<file path="config.mk">
export PLATFORM = sky130hd
export DESIGN_NAME = rv_fetch_queue
export DESIGN_NICKNAME = d
export VERILOG_FILES = /design/src/rtl/rv_pkg.sv /design/src/rtl/rv_sync_fifo.sv /design/src/rtl/rv_fetch_queue.sv
export SDC_FILE = /design/constraint.sdc
export NUM_CORES = 1
export LEC_CHECK = 0
export CAP_MARGIN = 15
export CORE_MARGIN = 5
export CORE_UTILIZATION = 40
export CTS_CLUSTER_SIZE = 12
export DETAILED_ROUTE_END_ITERATION = 16
export MAX_ROUTING_LAYER = met4
export SLEW_MARGIN = 20
export SYNTH_ARGS = -nofsm -noshare
export SYNTH_HDL_FRONTEND = slang
export SYNTH_SLANG_ARGS = --single-unit
</file>
<file path="constraint.sdc">
create_clock -name clk -period 9.8 [get_ports clk]
set_input_delay 1.96 -clock clk [delete_from_list [all_inputs] [get_ports clk]]
set_output_delay 1.96 -clock clk [all_outputs]
set_load 0.02 [all_outputs]
</file>
<file path="src/rtl/rv_pkg.sv">
// Shared RV64 fetch definitions: architectural widths, the canonical NOP
// encoding and the {PC, instruction} record carried through the fetch FIFO.
package rv_pkg;
  localparam int XLEN = 64;
  localparam int ILEN = 32;
  localparam logic [ILEN-1:0] RV_NOP = 32'h0000_0013;

  typedef struct packed {
    logic [XLEN-1:0] pc;
    logic [ILEN-1:0] instr;
  } fetch_entry_t;
endpackage

</file>
<file path="src/rtl/rv_sync_fifo.sv">
// Circular-buffer FIFO with occupancy counter; clear wins over push and pop,
// and the head is read straight from storage (no bypass of incoming data).
module rv_sync_fifo #(
  parameter int WIDTH = 96,
  parameter int DEPTH = 4
) (
  input  logic                   clk,
  input  logic                   rstn,
  input  logic                   i_push,
  input  logic [WIDTH-1:0]       i_data,
  input  logic                   i_pop,
  input  logic                   i_clear,
  output logic [WIDTH-1:0]       o_data,
  output logic                   o_empty,
  output logic                   o_full,
  output logic [$clog2(DEPTH):0] o_count
);
  localparam int AW = $clog2(DEPTH);
  localparam int CW = AW + 1;

  logic [WIDTH-1:0] r_mem [DEPTH];
  logic [AW-1:0]    r_wr_ptr;
  logic [AW-1:0]    r_rd_ptr;
  logic [CW-1:0]    r_count;
  logic             w_push;
  logic             w_pop;

  assign w_pop  = i_pop && (r_count != '0) && !i_clear;
  assign w_push = i_push && !i_clear && ((r_count != CW'(DEPTH)) || w_pop);

  // Storage carries no reset so it maps onto plain memory.
  always_ff @(posedge clk) begin
    if (w_push) r_mem[r_wr_ptr] <= i_data;
  end

  always_ff @(posedge clk or negedge rstn) begin
    if (!rstn) begin
      r_wr_ptr <= '0;
      r_rd_ptr <= '0;
      r_count  <= '0;
    end else if (i_clear) begin
      r_wr_ptr <= '0;
      r_rd_ptr <= '0;
      r_count  <= '0;
    end else begin
      if (w_push) r_wr_ptr <= r_wr_ptr + AW'(1);
      if (w_pop)  r_rd_ptr <= r_rd_ptr + AW'(1);
      case ({w_push, w_pop})
        2'b10:   r_count <= r_count + CW'(1);
        2'b01:   r_count <= r_count - CW'(1);
        default: r_count <= r_count;
      endcase
    end
  end

  assign o_data  = r_mem[r_rd_ptr];
  assign o_empty = (r_count == '0);
  assign o_full  = (r_count == CW'(DEPTH));
  assign o_count = r_count;
endmodule

</file>
<file path="src/rtl/rv_fetch_queue.sv">
// Instruction-fetch front end: credit-limited request issue, in-order response
// tracking, wrong-path drop accounting on redirect, and a {PC, instr} FIFO.
module rv_fetch_queue
  import rv_pkg::*;
#(
  parameter int              DEPTH           = 4,
  parameter int              MAX_OUTSTANDING = 2,
  parameter logic [XLEN-1:0] RESET_PC        = 64'h0
) (
  input  logic            clk,
  input  logic            rstn,
  input  logic            redirect_i,
  input  logic [XLEN-1:0] redirect_pc_i,
  output logic            req_valid_o,
  input  logic            req_ready_i,
  output logic [XLEN-1:0] req_addr_o,
  input  logic            rsp_valid_i,
  input  logic [ILEN-1:0] rsp_data_i,
  output logic            instr_valid_o,
  input  logic            instr_ready_i,
  output logic [ILEN-1:0] instr_o,
  output logic [XLEN-1:0] pc_o,
  output logic            err_o
);
  localparam int CW = $clog2(DEPTH) + 1;
  localparam int OW = $clog2(MAX_OUTSTANDING) + 1;

  typedef enum logic {S_INIT, S_RUN} state_t;

  state_t          r_state;
  logic [XLEN-1:0] r_fetch_pc;
  logic [XLEN-1:0] r_rsp_pc;
  logic [OW-1:0]   r_outstanding;
  logic [OW-1:0]   r_drop_cnt;
  logic            r_err;

  logic [CW-1:0]   w_count;
  logic            w_empty;
  logic            w_full;
  fetch_entry_t    w_head;
  fetch_entry_t    w_push_entry;
  logic [31:0]     w_credit_sum;
  logic [31:0]     w_inflight_sum;
  logic            w_req_fire;
  logic            w_rsp_drop;
  logic            w_rsp_push;
  logic            w_rsp_spurious;
  logic            w_rsp_inflight;
  logic            w_fifo_push;
  logic            w_fifo_pop;
  logic            w_overflow;
  logic [XLEN-1:0] w_redirect_pc;

  // FIFO slots already promised to outstanding requests count against space.
  assign w_credit_sum   = 32'(w_count) + 32'(r_outstanding);
  assign w_inflight_sum = 32'(r_outstanding) + 32'(r_drop_cnt);
  assign req_valid_o    = (r_state == S_RUN) &&
                          (w_credit_sum < 32'(DEPTH)) &&
                          (w_inflight_sum < 32'(MAX_OUTSTANDING));
  assign req_addr_o     = r_fetch_pc;
  assign w_req_fire     = req_valid_o && req_ready_i;

  assign w_rsp_drop     = rsp_valid_i && (r_drop_cnt != '0);
  assign w_rsp_push     = rsp_valid_i && (r_drop_cnt == '0) && (r_outstanding != '0);
  assign w_rsp_spurious = rsp_valid_i && (r_drop_cnt == '0) && (r_outstanding == '0);
  assign w_rsp_inflight = w_rsp_drop || w_rsp_push;
  assign w_redirect_pc  = {redirect_pc_i[XLEN-1:2], 2'b00};

  assign w_fifo_push    = w_rsp_push && !redirect_i;
  assign w_fifo_pop     = instr_valid_o && instr_ready_i;
  assign w_overflow     = w_fifo_push && w_full && !w_fifo_pop;

  assign w_push_entry.pc    = r_rsp_pc;
  assign w_push_entry.instr = rsp_data_i;

  rv_sync_fifo #(
    .WIDTH ($bits(fetch_entry_t)),
    .DEPTH (DEPTH)
  ) u_fifo (
    .clk     (clk),
    .rstn    (rstn),
    .i_push  (w_fifo_push),
    .i_data  (w_push_entry),
    .i_pop   (w_fifo_pop),
    .i_clear (redirect_i),
    .o_data  (w_head),
    .o_empty (w_empty),
    .o_full  (w_full),
    .o_count (w_count)
  );

  always_ff @(posedge clk or negedge rstn) begin
    if (!rstn) begin
      r_state       <= S_INIT;
      r_fetch_pc    <= RESET_PC;
      r_rsp_pc      <= RESET_PC;
      r_outstanding <= '0;
      r_drop_cnt    <= '0;
      r_err         <= 1'b0;
    end else begin
      if (r_state == S_INIT) r_state <= S_RUN;
      if (w_rsp_spurious || w_overflow) r_err <= 1'b1;
      if (redirect_i) begin
        // Everything still in flight, including a request accepted right now,
        // belongs to the old path and must be swallowed when it returns.
        r_fetch_pc    <= w_redirect_pc;
        r_rsp_pc      <= w_redirect_pc;
        r_outstanding <= '0;
        r_drop_cnt    <= r_drop_cnt + r_outstanding + OW'(w_req_fire) - OW'(w_rsp_inflight);
      end else begin
        if (w_req_fire) r_fetch_pc <= r_fetch_pc + 64'd4;
        if (w_rsp_push) r_rsp_pc   <= r_rsp_pc + 64'd4;
        r_outstanding <= r_outstanding + OW'(w_req_fire) - OW'(w_rsp_push);
        if (w_rsp_drop) r_drop_cnt <= r_drop_cnt - OW'(1);
      end
    end
  end

  assign instr_valid_o = !w_empty;
  assign instr_o       = w_head.instr;
  assign pc_o          = w_head.pc;
  assign err_o         = r_err;
endmodule

</file>
**Word-level counts from Yosys, hierarchy flattened**

Memories as Yosys holds them, arrays and structs flattened.
Cells that the tools add are included.

- $add $sub $neg: 14
- Multiply operators: 0
- Divide/modulo/power cells: 0
- $lt $le $gt $ge: 2
- Equal/unequal tests: 4
- Shift operators: 0
- Mux-type cells: 15
- Bitwise logic cells: 0
- Reductions and logical operators: 33

Operator list:

| kind | number |
|---|---|
| $mux W64 | 4 |
| $add A64 B3 Y64 const B | 2 |
| $logic_and A1 B1 Y1 | 15 |
| $mux W2 | 7 |
| $reduce_bool A2 Y1 | 7 |
| $pmux W3 S2 | 1 |
| $reduce_bool A3 Y1 | 2 |
| $add A2 B1 Y2 | 2 |
| $add A2 B1 Y2 const B | 2 |
| $add A3 B2 Y4 | 1 |
| $logic_not A2 Y1 | 2 |
| $lt A4 B3 Y1 const B | 1 |
| $sub A2 B1 Y2 | 2 |
| $add A2 B2 Y3 | 1 |
| $add A3 B1 Y3 const B | 1 |
| $eq A3 B3 Y1 const B | 1 |
| $logic_not A1 Y1 | 3 |
| $logic_not A3 Y1 | 1 |
| $logic_or A1 B1 Y1 | 3 |
| $lt A3 B2 Y1 const B | 1 |
| $mux W3 | 1 |
| $ne A3 B3 Y1 const B | 1 |
| $sub A3 B1 Y3 const B | 1 |
| $add A2 B2 Y2 | 1 |
| other kinds (4) | 5 |

- Register bits: 141
- Bits in latches: 0
- RAM bits: 384
- Memory bits (read-only): 0
- Word-level logic and storage cells: 78
- Memories: 1

Memory list:

| name | words | width | rd ports | clocked after Yosys merged registers in | write ports | RTL line | text |
|---|---|---|---|---|---|---|---|
| u_fifo.r_mem | 4 | 96 | 1 | 0 | 1 | rv_sync_fifo.sv:21 | `logic [WIDTH-1:0] r_mem [DEPTH];` |

**Depth between registers and ports, before layout**

- Word-level depth: 10
- Gate-level depth with buffers: 10
- Gate-level depth less buffers: 10

**Cells and area by module**

A second synthesis with hierarchy kept.

- Cell total of the unflattened synthesis: 1402
- Area, all modules: 22265.1 um^2

By module, submodules not included:

| module | times used | cells an instance | area each (um^2) |
|---|---|---|---|
| rv_sync_fifo | 1 | 566 | 14400.1 |
| rv_fetch_queue | 1 | 836 | 7865.0 |

**Least setup slack after synthesis**

Ideal clock, no wire load.

- Kind: in2reg
- Start point: in redirect_i
- End point: mem u_fifo.r_mem[1][0] (enable)
- Data arrival time: 5.087 ns
- Required time: 9.336 ns
- Slack: 4.249 ns
- Stages: 5
- Buffers on the path: 3
- Path through: clkbuf_1 > inv_2 > clkbuf_1 > clkbuf_1 > and3_1

- Longest elaborated chain between the ends: 6
- Elaborated cells on any way between the ends: 8
- Those cells by class: 2 x mux; 6 x reduce/logical

RTL lines:

| element | RTL line | text |
|---|---|---|
| from (decl) | rv_fetch_queue.sv:12 | `input logic redirect_i,` |
| $logic_not A1 Y1 (*) | rv_sync_fifo.sv:28, rv_sync_fifo.sv:29, rv_fetch_queue.sv:69 |  |
| $logic_and A1 B1 Y1 (on tied branches) | rv_fetch_queue.sv:69, rv_sync_fifo.sv:28 |  |
| $logic_and A1 B1 Y1 / $logic_or A1 B1 Y1 (equally long branches) | rv_sync_fifo.sv:29 | `assign w_push = i_push && !i_clear && ((r_count != CW'(DEPTH)) \|\| w_pop);` |
| $logic_and A1 B1 Y1 (*) | rv_sync_fifo.sv:29 |  |
| $mux W1 (*) | rv_sync_fifo.sv:33 | `if (w_push) r_mem[r_wr_ptr] <= i_data;` |
| $mux W1 (implied by the code) (*) | rv_sync_fifo.sv:33 |  |
| to (decl) | rv_sync_fifo.sv:21 |  |

Every way passes the cells marked *; elsewhere a longest branch is shown, timed or not.

**Worst setup path in the final report**

- Start point: reg u_fifo.r_rd_ptr[0]
- End point: out pc_o[4]

- Longest elaborated chain between the ends: 1

RTL lines:

| element | RTL line | text |
|---|---|---|
| from (decl) | rv_sync_fifo.sv:23 | `logic [AW-1:0] r_rd_ptr;` |
| from (signal assigned) | rv_sync_fifo.sv:47 | `if (w_pop) r_rd_ptr <= r_rd_ptr + AW'(1);` |
| $mem_v2 Z4 W96 | -- |  |
| to (decl) | rv_fetch_queue.sv:22 | `output logic [XLEN-1:0] pc_o,` |

No other way between the ends.

==> results.json <==
{
  "status": "completed",
  "cts_hold_buf": 0,
  "ys_async_sr_fraction_pct": 26.7,
  "clk_latency_ns": 0.60,
  "synth_top_family_by_area": "multiplexers",
  "critical_path_class": "reg -> out",
  "drc": 0,
  "wirelength_mm": 58.3,
  "grt_pass1_vias": 14000,
  "tritoncts": "yes",
  "synth_compound_area_share_pct": 4.94,
  "finClkSkew_ns": 0.0230,
  "vias": 13800,
  "slew_viol_final": 0,
  "p_per_area_mw_per_mm2": 198,
  "synth_xor_area_share_pct": 2.61,
  "crit_required_ns": 7.84,
  "grt_overflow_total": 0,
  "ys_seq_elements": 513,
  "synth_area_sq_mm": 0.0221,
  "htreeDepth": 2,
  "area_growth_pct": 22.8,
  "synth-main-ff-cell": "edfxtp_1",
  "numCtsBuffers": 54,
  "max-slew-margin-rel_pct": 27.0,
  "clk_path_buf_depth": 3,
  "timing.setup.tns_ns": 0,
  "ir_drop_uv": 128,
  "path_max_fanout": 42,
  "grt_max_degree": 100,
  "synth_seq_area_share_pct": 66.5,
  "hp-class": "reg -> reg",
  "arrival_ns": 3.47,
  "cts.sinks": 513,
  "finalPower_mw": 5.38,
  "power_leakage_nw": 8.93,
  "synthSimpleGateAreaFrac_pct": 11.1,
  "die_x_um": 245,
  "cp-end-kind": "output port",
  "start_kind": "register",
  "synth_edf_count": 376,
  "antenna_found_initial": 2,
  "rows": 86,
  "postSynthCellCount": 1429,
  "worst_slew_pin_slew_ns": 1.10,
  "fp.coreArea_sq_mm": 0.0550,
  "setup_viol": 0,
  "muxShareOfSynthArea_pct": 12.0,
  "synth_fa_ha_area_share_pct": 0.949,
  "clock.fmax_mhz": 184,
  "grt_usage_pct": 19.6,
  "drive_above_1_share_pct": 14.9,
  "post_cts_resized": 0,
  "nNetsFinal": 1803,
  "rsz0062_at_grt": "false",
  "drt_iter0_drc": 939,
  "wire_per_inst_um": 23.5,
  "grt_pass1_wl_mm": 88.2,
  "die_y_um": 245,
  "finalCriticalPeriod_ns": 5.43,
  "vias_per_cell": 5.57,
  "dr.pass1.iters": 5,
  "gp_congestion": 0.836,
  "dieArea_sq_mm": 0.0602,
  "ys_warn_count": 0,
  "start_util_pct": 40.3,
  "clk_pin_slew_ns": 0.06,
  "post-route-period-util_pct": 55.4,
  "max_cap_violations": 0,
  "ioPinCount": 265,
  "port_buffers": 258,
  "dpl.hpwl_mm": 38.1,
  "cts_setup_buffers": 0,
  "cts_root_buf": "clkbuf_16",
  "syn-mean-instance-area_sq_um": 15.5,
  "ys_types": 65,
  "drtAntennaViolNets": 0,
  "finalHoldViolCount": 0
}
## worst paths after layout
check | startpoint | endpoint | slack, ns | cells after the start
min in group asynchronous | rstn | u_fifo.o_count[0] | 1.35 | 1
worst min-delay path | err_o | err_o | 0.50 | 1
max in group asynchronous | rstn | r_rsp_pc[48] | 7.23 | 2
worst max-delay path | u_fifo.r_rd_ptr[0] | pc_o[4] | 4.37 | 3
worst max register to register | r_drop_cnt[0] | u_fifo.r_mem[2][75] | 6.12 | 6
worst min register to register | err_o | err_o | 0.50 | 1
## sequential cells by signal (all words and copies together) (netlist names)
signal           cells
err_o                1
r_drop_cnt           2
r_outstanding        2
r_rsp_pc            62
r_state              1
req_addr_o          62
u_fifo.o_count       3
u_fifo.r_mem       376
u_fifo.r_rd_ptr      2
u_fifo.r_wr_ptr      2
## area by class of cell
cell class                      count  area (sq um)
Clock buffer                       81          1520
Sequential cell                   513         14700
Clock inverter                     19           166
Multi-Input combinational cell    817          7040
Fill cell                        4650         27800
Tap cell                          748           936
Timing Repair Buffer              273          2700
Inverter                           27           104
Antenna cell                        3          7.51
## per-layer routing
layer	wire (um)	vias to the layer above	GRT usage, %	part of all wire, %
li1	-	6229	-	-
met5	0	-	-	0
met3	4410	103	5.07	7.6
met2	27200	398	30.1	47
met4	1270	0	4.39	2.2
met1	25400	7084	26.7	44
## critical path, stage by stage, from the launching register on
cell and delay, ns:
dfrtp_4 0.79, buf_4 0.82, mux4_2 0.66, clkdlybuf4s50_1 0.57
## report_power, final
group,leakage [nW],switching (mW),internal (mW)
sequential,4.98,0.140,2.43
clock,0.824,0.835,1.13
combinational,3.13,0.434,0.412
total,8.93,1.41,3.97
## logic make-up (layout without fill, tap and decap cells)
logic type      after synthesis  in the layout
flops                       513            513
xor+xnor                     66             66
simple gates                437            437
fa+ha+maj                    15             15
compound gates              151            151
buf+inv                     102            400
mux                         143            143
other cells                   2              8
## through the flow
stage / instances / utilization, % / worst slack [ns] / cell area [sq um] / hold slack (ns)
2_1_floorplan: 1432 / - / 4.25 / 22200 / 0.474
3_3_place_gp: 2378 / 46.4 / 4.32 / 25500 / 0.478
3_5_place_dp: 2378 / 46.4 / 4.25 / 25500 / 0.475
4_1_cts: 2478 / 49.4 / 4.22 / 27200 / 0.503
5_1_grt: 2480 / 49.5 / 4.11 / 27200 / 0.534
6_report: 2481 / 49.5 / 4.37 / 27200 / 0.502
## cell usage after synthesis (3+ instances only)
cell	n	area share, %
a211oi_1	15	0.51
a21oi_1	22	0.50
a311oi_1	39	1.5
a31oi_1	23	0.65
and2_1	8	0.23
and3_1	25	0.71
and4_1	16	0.63
buf_1	11	0.19
buf_2	9	0.20
buf_4	5	0.17
clkbuf_1	48	0.81
dfrtp_1	137	15
edfxtp_1	376	51
fa_1	3	0.27
ha_1	12	0.68
inv_1	25	0.42
mux2_2	42	2.1
mux2i_1	7	0.32
mux4_2	94	9.6
nand2_1	49	0.83
nand2b_1	6	0.17
nand3_1	53	1.2
nand4_1	46	1.3
nor2_1	88	1.5
nor2b_1	16	0.45
nor3_1	46	1.0
nor3b_1	4	0.14
nor4_1	31	0.88
nor4_2	4	0.23
o21ai_0	14	0.32
o31a_1	6	0.24
o31ai_1	16	0.54
or2_2	5	0.14
or3_1	13	0.37
or4_1	10	0.34
xnor2_1	38	1.5
xor2_1	28	1.1
## placed cells by master (no fill, tap or decap), types with 10 or more instances in the layout
| cell | n |
|---|---|
| clkbuf_1 | 21 |
| inv_1 | 25 |
| nor2b_1 | 16 |
| mux4_2 | 94 |
| a21oi_1 | 22 |
| xor2_1 | 28 |
| edfxtp_1 | 376 |
| dfrtp_1 | 135 |
| nor4_1 | 31 |
| buf_4 | 15 |
| clkbuf_16 | 55 |
| nor2_1 | 88 |
| or4_1 | 10 |
| nor3_1 | 45 |
| a211oi_1 | 15 |
| a31oi_1 | 23 |
| and4_1 | 16 |
| mux2_2 | 42 |
| nand2_1 | 49 |
| ha_1 | 12 |
| or3_1 | 13 |
| clkdlybuf4s50_1 | 256 |
| nand4_1 | 46 |
| o21ai_0 | 14 |
| a311oi_1 | 39 |
| xnor2_1 | 38 |
| o31ai_1 | 16 |
| and3_1 | 21 |
| nand3_1 | 53 |
(Power assumes the default switching activity.)
